--- src/rtl/eth_tx_arbiter.sv ---
// -----------------------------------------------------------------------------
// eth_tx_arbiter
//   Two-requester frame arbiter in front of an Ethernet TX MAC. A requester is
//   granted in IDLE. Its frame is then passed through byte by byte until the
//   byte carrying LAST is accepted. An inter-frame gap of IFG_CYCLES idle
//   cycles follows before the next arbitration.
//
//   Arbitration policy is selected at build time by the macro ETH_TX_ARB_RR_EN:
//     defined   : round-robin. When both ports request, the port not served
//                 last wins. The pointer starts at "port 1 served last".
//     undefined : strict priority. Port 0 wins whenever both request.
//
// Parameters
//   DATA_W      byte-lane width of every data port
//   IFG_CYCLES  idle cycles enforced between frames (0..255)
//
// Ports
//   clk, rst_n                 clock, asynchronous active-low reset
//   s0_data/valid/last/ready   requester 0 byte stream (ready is an output)
//   s1_data/valid/last/ready   requester 1 byte stream (ready is an output)
//   m_data/valid/last          byte stream toward the MAC
//   m_ready                    MAC accepts the current byte
//   grant                      one-hot current owner, 2'b00 when none
//   busy                       high while sending a frame or holding the gap
// -----------------------------------------------------------------------------
module eth_tx_arbiter #(
  parameter int DATA_W     = 8,
  parameter int IFG_CYCLES = 12
) (
  input  logic              clk,
  input  logic              rst_n,
  input  logic [DATA_W-1:0] s0_data,
  input  logic              s0_valid,
  input  logic              s0_last,
  output logic              s0_ready,
  input  logic [DATA_W-1:0] s1_data,
  input  logic              s1_valid,
  input  logic              s1_last,
  output logic              s1_ready,
  output logic [DATA_W-1:0] m_data,
  output logic              m_valid,
  output logic              m_last,
  input  logic              m_ready,
  output logic [1:0]        grant,
  output logic              busy
);

  typedef enum logic [1:0] {IDLE, SEND, IFG} state_t;

  localparam logic [7:0] IFG_LD = 8'(IFG_CYCLES);

  state_t     state, state_nxt;
  logic [1:0] grant_nxt;
  logic [7:0] gap_cnt, gap_nxt;
  logic [1:0] pick;
  logic       xfer_last;

`ifdef ETH_TX_ARB_RR_EN
  // 1 means port 1 was served last, so port 0 wins the next contention.
  logic last_srv, last_srv_nxt;
`endif

  // Frame ends on the accepted byte that carries LAST.
  assign xfer_last = m_valid & m_ready & m_last;
  assign busy      = (state != IDLE);

  // Winner among the current requesters (one-hot, 2'b00 if nobody requests).
  always_comb begin
    pick = 2'b00;
`ifdef ETH_TX_ARB_RR_EN
    if (s0_valid && s1_valid) pick = last_srv ? 2'b01 : 2'b10;
    else if (s0_valid)        pick = 2'b01;
    else if (s1_valid)        pick = 2'b10;
`else
    if (s0_valid)      pick = 2'b01;
    else if (s1_valid) pick = 2'b10;
`endif
  end

  always_comb begin
    state_nxt = state;
    grant_nxt = grant;
    gap_nxt   = gap_cnt;
`ifdef ETH_TX_ARB_RR_EN
    last_srv_nxt = last_srv;
`endif
    case (state)
      IDLE: begin
        if (pick != 2'b00) begin
          grant_nxt = pick;
          state_nxt = SEND;
`ifdef ETH_TX_ARB_RR_EN
          last_srv_nxt = pick[1];
`endif
        end
      end
      SEND: begin
        if (xfer_last) begin
          grant_nxt = 2'b00;
          if (IFG_CYCLES > 0) begin
            state_nxt = IFG;
            gap_nxt   = IFG_LD;
          end else begin
            state_nxt = IDLE;
          end
        end
      end
      IFG: begin
        // Counter runs IFG_CYCLES..1, one IFG cycle per value.
        if (gap_cnt <= 8'd1) begin
          state_nxt = IDLE;
          gap_nxt   = 8'd0;
        end else begin
          gap_nxt = gap_cnt - 8'd1;
        end
      end
      default: begin
        state_nxt = IDLE;
        grant_nxt = 2'b00;
        gap_nxt   = 8'd0;
      end
    endcase
  end

  always_ff @(posedge clk or negedge rst_n) begin
    if (!rst_n) begin
      state   <= IDLE;
      grant   <= 2'b00;
      gap_cnt <= 8'd0;
    end else begin
      state   <= state_nxt;
      grant   <= grant_nxt;
      gap_cnt <= gap_nxt;
    end
  end

`ifdef ETH_TX_ARB_RR_EN
  always_ff @(posedge clk or negedge rst_n) begin
    if (!rst_n) last_srv <= 1'b1;
    else        last_srv <= last_srv_nxt;
  end
`endif

  // Combinational pass-through of the owner while sending; all zero otherwise.
  always_comb begin
    m_data   = '0;
    m_valid  = 1'b0;
    m_last   = 1'b0;
    s0_ready = 1'b0;
    s1_ready = 1'b0;
    if (state == SEND) begin
      if (grant[0]) begin
        m_data   = s0_data;
        m_valid  = s0_valid;
        m_last   = s0_last;
        s0_ready = m_ready;
      end else if (grant[1]) begin
        m_data   = s1_data;
        m_valid  = s1_valid;
        m_last   = s1_last;
        s1_ready = m_ready;
      end
    end
  end

endmodule

--- config.mk ---
export PLATFORM = sky130hd
export DESIGN_NAME = eth_tx_arbiter
export DESIGN_NICKNAME = d
export VERILOG_FILES = /design/src/rtl/eth_tx_arbiter.sv
export SDC_FILE = /design/constraint.sdc
export NUM_CORES = 1
export LEC_CHECK = 0
export CAP_MARGIN = 0
export CORE_ASPECT_RATIO = 1.5
export CORE_MARGIN = 5
export CORE_UTILIZATION = 39
export CTS_CLUSTER_DIAMETER = 30
export CTS_CLUSTER_SIZE = 24
export DETAILED_ROUTE_END_ITERATION = 8
export GPL_TIMING_DRIVEN = 1
export PLACE_DENSITY = 0.77
export SLEW_MARGIN = 20
export SYNTH_ARGS = -nofsm -noshare
export SYNTH_HDL_FRONTEND = slang
export SYNTH_SLANG_ARGS = --single-unit
--- constraint.sdc ---
create_clock -name clk -period 2 [get_ports clk]
set_clock_uncertainty 0.1 [all_clocks]
set_input_delay 0.4 -clock clk [delete_from_list [all_inputs] [get_ports clk]]
set_output_delay 0.4 -clock clk [all_outputs]
set_load 0.02 [all_outputs]
* Word-level counts from Yosys, hierarchy flattened
Cells that the tools add are included.
** Word-level totals
- Bits of input ports :: 23
- Logic and storage cells :: 46
- Output and inout bits :: 15
- Register bits :: 12
** Cells by class
- Bitwise gates (word level) :: 4
- Mux-type cells :: 26
- Reduce and logical (&&, ||, !) cells :: 6
- Magnitude comparators :: 1
- Add/sub/neg operators :: 1
- Equality and inequality tests :: 5
** Operators by type and width (number)
- $mux W8 :: 5
- $pmux W8 S3 :: 1
- $mux W2 :: 7
- $pmux W2 S3 :: 2
- $mux W1 :: 11
- $le A8 B1 Y1 const B :: 1
- $sub A8 B1 Y8 const B :: 1
- $ne A2 B2 Y1 const B :: 3
- $reduce_and A3 Y1 :: 2
- $reduce_bool A2 Y1 :: 2
- $and A1 B1 Y1 :: 2
- $eq A2 B1 Y1 const B :: 1
- $eq A2 B2 Y1 const B :: 1
- $logic_not A2 Y1 :: 1
- $not A1 Y1 :: 2
- $reduce_and A2 Y1 :: 1

* Longest topological paths before layout
Gate-level depths: netlist (run 1).
- Word-level depth :: 7
- Mapped depth :: 6
- Gate-level depth less buffers :: 6

* Worst setup path after synthesis (run 1)
No wires, ideal clock.
- Path kind :: reg-to-output
- Start point :: reg state[1]
- End point :: out m_last
- Path buffers :: 2
- Arrival time :: 1.690 ns
- Cell stages (with the launch flop) :: 6
- Required time :: 1.500 ns
- Slack :: -0.190 ns
- Cells stage by stage :: dfrtp_1 inv_1 ha_1 clkbuf_1 clkbuf_1 a21boi_0
** Between the ends
- Cells in the longest elaborated chain, start to end :: 2
** RTL lines
- from (decl) :: line 52 : state_t state, state_nxt;
- from (signal assigned) :: line 131 : state <= state_nxt;
- $eq A2 B1 Y1 :: line 151 : if (state == SEND) begin
- $mux W1 :: line 151
- to (decl) :: line 42 : output logic m_last,
Every way passes these cells.

* Final worst setup path (run 1)
- Start point :: reg gap_cnt[4]
- End point :: reg state[1]
** Between the ends
- Cells in the longest elaborated chain, start to end :: 3
** RTL lines
- from (decl) :: line 54 : logic [7:0] gap_cnt, gap_nxt;
- from (signal assigned) :: line 133 : gap_cnt <= gap_nxt;
- $le A8 B1 Y1 :: line 110 : if (gap_cnt <= 8'd1) begin
- $ne A2 B2 Y1 (no source line)
- $reduce_and A3 Y1 (no source line)
Every way passes these cells.
A chain may end at the register's enable or synchronous reset.

==> out/qor.txt, run 1 <==
htree depth: 1
FF+latch count, synth: 12
worst-path maximum fanout: 3
first-pass GRT wire length: 4710 microns
drt drc: 0
Longest Clk Path Bufs: 2
Mapped Area: 1010 sq um
FF-to-FF path depth: 4
Final Total Pwr: 2.24 mW
post-synthesis cell count: 120
worst path cell trace: or4_4 -> o31a_1 -> a221oi_2 -> mux2_1
clk slew on worst S/H paths: 0.07 ns
synthesis-to-layout area growth: 54.1%
Critical Path Max Stage Delay: 0.56 ns
largest family of logic cells by synthesized area: compound AO/OA/AOI/OAI gates
final-report hold violation count: 0
final setup fails: 1
number of DRC markers in iteration 0: 38
VDD IR max: 0.000835 V
total CTS buffers: 3
post-route minimum period: 2.03 ns
routed wire length: 3010 microns
TritonCTS clock tree: built
fmax: 493 MHz
number of routed nets with antenna violations: 0
adder-cell share of the synthesized area: 0.0620
worst-skew pair later-pin latency: 0.27 ns
outcome: finished, violations left
crit path DAT: 2.08 ns
gpl congestion: 0.840
synth unique cells: 37
clock sinks: 12
syn_nets: 148
Core Area: 2480 sq um
largest net degree at the start of global routing: 18
Yosys warning total: 0
Worst Hold Class: in2async
setup slack after layout: -0.0264 ns
worst setup path class: reg2reg
XOR/XNOR Fraction of Synth Area: 0
port buffer count: 37
vias in the first global route: 1085
Synth Area in Simple Gates: 0.212
CP max stage cell: or4_4
# diodes: 0
WL per Instance: 15.0 microns
max-slew violations: 0
I/O pins: 38
DP HPWL: 2400 microns
Least-Margin Pin Slew: 0.559 ns
Worst R2R End: state[1]
most frequent cells in the layout: 24 x clkdlybuf4s50_1, 23 x buf_4, 13 x inv_1
CP endpoint: state[1]
r2r setup slk: -0.03 ns
failing checks: setup timing
DRT Pass-1 Iters: 4
most common cell after layout, fill and taps aside: clkdlybuf4s50_1
initial antenna violation count: 0
crit path capture type: flip-flop
CP Data Required Time: 2.05 ns
Starting Density: 0.407
CP delay by family, top: simple AND/OR/NAND/NOR gates
GRT overflow: 0
via count: 1152
CP Depth: 4
syn_area_per_cell: 8.40 sq um
crit start category: flip-flop
leak pwr: 0.762 nW
Via density: 5.76
worst reg2reg path startpoint: gap_cnt[4]
Final #Nets: 206
fin crit share: 1.01
post-synthesis compound-gate area fraction: 0.328
layout cells sized above 1: 0.278
CTS Root Cell: clkbuf_4
Power Density: 1440 nW/um^2
Bufs and invs on worst path: 0
Slew HR: 0.626
Die H: 72.3 microns
chip width: 51.5 microns
sequential area share after synthesis: 0.298
fin util: 0.627
die area: 3720 sq um
mux share of post-synthesis cell area: 0.0223
Setup Total Neg Slack: -0.0264 ns
Max Cap Viol: 0
Row Count: 22
CP startpoint: gap_cnt[4]
FILL cells: 230
RSZ-0062 raised after global routing: yes
gr usage total: 0.163
[metrics by stage]
step                      hold WS [ns]  worst slack (ns)  cell area [sq um]  instances
final                            0.393           -0.0264               1550        200
after global routing             0.418           -0.0936               1550        200
after CTS                        0.404          -0.00980               1590        199
after detailed placement         0.423            -0.264               1560        196
after global placement           0.414            -0.251               1560        196
after floorplan                0.00441          -0.00177               1010        120
[synth_stat cells (all sizes together)]
master,number,area share
a31oi,1,0.0062
inv,13,0.048
dfrtp,12,0.30
nor2b,10,0.062
mux2,2,0.022
a22oi,8,0.060
a221oi,6,0.058
a21oi,2,0.0099
and2,2,0.012
a21o,3,0.022
a211oi,3,0.022
clkbuf,8,0.030
nand3,4,0.020
nand4,1,0.0062
o32ai,4,0.035
a2111oi,2,0.017
nor3,1,0.0050
nand2,8,0.030
ha,5,0.062
nand4b,1,0.0087
a22o,1,0.0087
or4,1,0.011
o22ai,1,0.0062
o21ai,1,0.0050
a211o,3,0.026
o22a,1,0.0087
or2,1,0.0062
o31ai,1,0.0074
nand3b,1,0.0074
and3,3,0.019
o31a,2,0.017
o311a,1,0.0099
nor4,1,0.0062
a21boi,1,0.0074
nor2,5,0.019
[worst min path at each step]
stage	from	to	cells after the start
after floorplan	rst_n	gap_cnt[0]	0
after global routing	rst_n	gap_cnt[2]	1
after CTS	rst_n	gap_cnt[4]	1
after global placement	gap_cnt[1]	gap_cnt[1]	1
after detailed placement	gap_cnt[1]	gap_cnt[1]	1
final	rst_n	gap_cnt[4]	1
[cell families (layout without fill, tap and decap cells)]
kind of cell / count (synthesis) / after routing
flip-flops: 12 / 12
AO/OA/AOI/OAI: 41 / 41
buffers and inverters: 21 / 77
AND/OR/NAND/NOR: 39 / 39
multiplexers: 2 / 2
adder cells (fa/ha/maj): 5 / 5
[metal layers]
layer / share of wire / global-route usage
met5: 0 / 0
met4: 0.0083 / 0.0496
met3: 0.094 / 0.0370
met2: 0.50 / 0.307
met1: 0.40 / 0.176
[cell type report]
cell class | count | area (sq um) | share of cell area
clock buffer | 3 | 22.5 | 0.0145
inverter | 13 | 48.8 | 0.0314
multi-input combinational | 87 | 658 | 0.424
sequential | 12 | 300 | 0.193
tap | 24 | 30.0 | 0.0193
timing repair buffer | 61 | 494 | 0.318
[flip-flops by register name (all words and copies together) (netlist names)]
register	flops
grant	2
gap_cnt	8
state	2
[what timing repair did]
action                                  CTS  global route
hold buffers                              0             0
endpoints found under the hold margin     0             0
buffers inserted                          0             1
endpoints found under the setup margin   19            23
pin swaps                                 1             3
resized for setup                        27            20
[report_power, final]
| part | internal [mW] | total, mW | switching [mW] |
|---|---|---|---|
| registers | 0.330 | 0.391 | 0.0608 |
| clock network | 0.0696 | 0.141 | 0.0714 |
| logic | 0.810 | 1.71 | 0.896 |
| total | 1.21 | 2.24 | 1.03 |
(Power assumes the default switching activity.)
==> run 2: changes to the inputs <==
--- a/config.mk
+++ b/config.mk
@@ -8,12 +8,12 @@
 export CAP_MARGIN = 0
 export CORE_ASPECT_RATIO = 1.5
 export CORE_MARGIN = 5
-export CORE_UTILIZATION = 39
+export CORE_UTILIZATION = 25
 export CTS_CLUSTER_DIAMETER = 30
 export CTS_CLUSTER_SIZE = 24
 export DETAILED_ROUTE_END_ITERATION = 8
 export GPL_TIMING_DRIVEN = 1
-export PLACE_DENSITY = 0.77
+export PLACE_DENSITY = 0.54
 export SLEW_MARGIN = 20
 export SYNTH_ARGS = -nofsm -noshare
 export SYNTH_HDL_FRONTEND = slang
==> run 2 against run 1 <==
The run still ends with setup timing left. Hold slack improved by 0.029 ns. Combinational power increased by 16%. Sequential cell count unchanged.
==> out/qor.txt, run 2 (synthesis results as in run 1) <==
largest net degree at the start of global routing: 18 (unchanged)
synthesis-to-layout area growth: 72.8%
total CTS buffers: 3 (unchanged)
max-slew violations: 0 (unchanged)
final-report hold violation count: 0 (unchanged)
WL per Instance: 16.3 microns (+8.4%)
CP max stage cell: or4_4
VDD IR max: 0.000911 V (+9.1%)
worst-path maximum fanout: 3 (unchanged)
clock sinks: 12 (unchanged)
Largest Register: gap_cnt
CTS Root Cell: clkbuf_8
number of routed nets with antenna violations: 0 (unchanged)
Power Density: 1530 nW/um^2 (+6.0%)
drt drc: 0 (unchanged)
CP Data Required Time: 2.03 ns (-0.02 ns)
most common cell after layout, fill and taps aside: clkdlybuf4s50_1
Hold Worst Slack: 0.422 ns (+0.0291 ns)
Setup Total Neg Slack: -0.120 ns (-0.0936 ns)
worst setup path class: reg2reg
crit path DAT: 2.09 ns (about the same)
Via density: 5.36 (-6.9%)
worst path cell trace: or4_4 -> o31a_1 -> a221oi_2 -> mux2_1
post-route minimum period: 2.06 ns (+0.0369 ns)
Max Cap Viol: 0 (unchanged)
chip width: 61.9 microns (+20%)
Largest regs: gap_cnt x8, grant x2, state x2
setup slack after layout: -0.0633 ns (-0.0369 ns)
max reg flops: 8 (unchanged)
Slew HR: 0.610 (-0.0161)
clk slew on worst S/H paths: 0.06 ns (about the same)
Row Count: 28 (+27%)
htree depth: 1 (unchanged)
vias in the first global route: 1254 (+16%)
Final #Nets: 207 (+0.49%)
Critical Path Max Stage Delay: 0.57 ns (about the same)
fin util: 0.444 (-0.183)
worst-skew pair later-pin latency: 0.25 ns (-0.02 ns)
fmax: 485 MHz (-1.8%)
Core Area: 3920 sq um (+58%)
total placed instance area: 1590 sq um (+2.0%)
Die H: 87.8 microns (+21%)
Starting Density: 0.257 (-0.150)
failing checks: setup timing
port buffer count: 37 (unchanged)
number of DRC markers in iteration 0: 73 (+92%)
DP HPWL: 2750 microns (+14%)
Worst Hold Class: in2async
most frequent cells in the layout: 24 x clkdlybuf4s50_1, 23 x buf_4, 13 x inv_1
GRT overflow: 0 (unchanged)
I/O pins: 38 (unchanged)
leak pwr: 0.796 nW (+4.5%)
outcome: finished, violations left
DP Worst Slack: -0.307 ns (-0.0426 ns)
gpl congestion: 0.781 (-7.1%)
initial antenna violation count: 0 (unchanged)
Longest Clk Path Bufs: 2 (unchanged)
die area: 5430 sq um (+46%)
routed wire length: 3640 microns (+21%)
TritonCTS clock tree: built
via count: 1196 (+3.8%)
gr usage total: 0.134 (-0.0295)
Least-Margin Pin Slew: 0.583 ns (+0.0240 ns)
crit path capture type: flip-flop
# diodes: 0 (unchanged)
final setup fails: 5 (+4)
first-pass GRT wire length: 5540 microns (+18%)
fin crit share: 1.03 (+0.0184)
layout cells sized above 1: 0.343 (+0.0643)
DRT Pass-1 Iters: 4 (unchanged)
RSZ-0062 raised after global routing: yes
final instance area: 1740 sq um (+12%)
crit start category: flip-flop
## run 2: cell types whose count changed in the layout (fill, tap and decap cells not counted), sizes merged
| cell | change |
|---|---|
| buf | +3 |
| clkbuf | -4 |
| clkdlybuf4s15 | +3 |
## run 2: layout make-up
cell class	count	area [sq um]
fill	400	2180
inverter	13	48.8
clock buffer	4	55.1
sequential	12	302
tap	45	56.3
timing repair buffer	62	531
multi-input combinational	87	751
## run 2: per-stage QoR
step           total power [mW]  std cells
6_report                   2.66        223
5_1_grt                    2.87        223
4_1_cts                    2.51        220
3_5_place_dp               2.13        216
3_3_place_gp               2.09        216
2_1_floorplan              1.42        120
## run 2: layer usage
metal  vias up  global-route usage  routed length [microns]
met5         -                   0                        0
met2        55               0.260                     1910
met1       566               0.134                     1330
li1        569                   -                        -
met3         6              0.0251                      323
met4         0              0.0444                       71
## run 2: worst paths after layout
kind	cells past startpoint	slack, ns	startpoint	endpoint
setup / recovery	4	-0.06	gap_cnt[5]	state[1]
min in group clk	1	0.45	gap_cnt[1]	gap_cnt[1]
hold / removal	1	0.42	rst_n	gap_cnt[1]
hold reg to reg	1	0.45	gap_cnt[1]	gap_cnt[1]
max in group asynchronous	1	0.97	rst_n	gap_cnt[0]
setup reg to reg	4	-0.06	gap_cnt[5]	state[1]
## run 2: critical path: cells and delay by family, from the launching register on
family          cells  cell delay (ns)
simple gates        1             0.57
compound gates      2             0.55
flops               1             0.38
mux                 1             0.35
## run 2: timing repair
item / in CTS / in global routing
pin swaps: 5 / 5
hold buffers: 0 / 0
setup buffers: 0 / 3
resized for setup: 39 / 25
endpoints found under the setup margin: 23 / 23
## run 2: power by group
| part | internal, mW | switching (mW) |
|---|---|---|
| Clock | 0.174 | 0.102 |
| Combinational | 0.911 | 1.08 |
| Sequential | 0.332 | 0.0639 |
| Total | 1.42 | 1.24 |
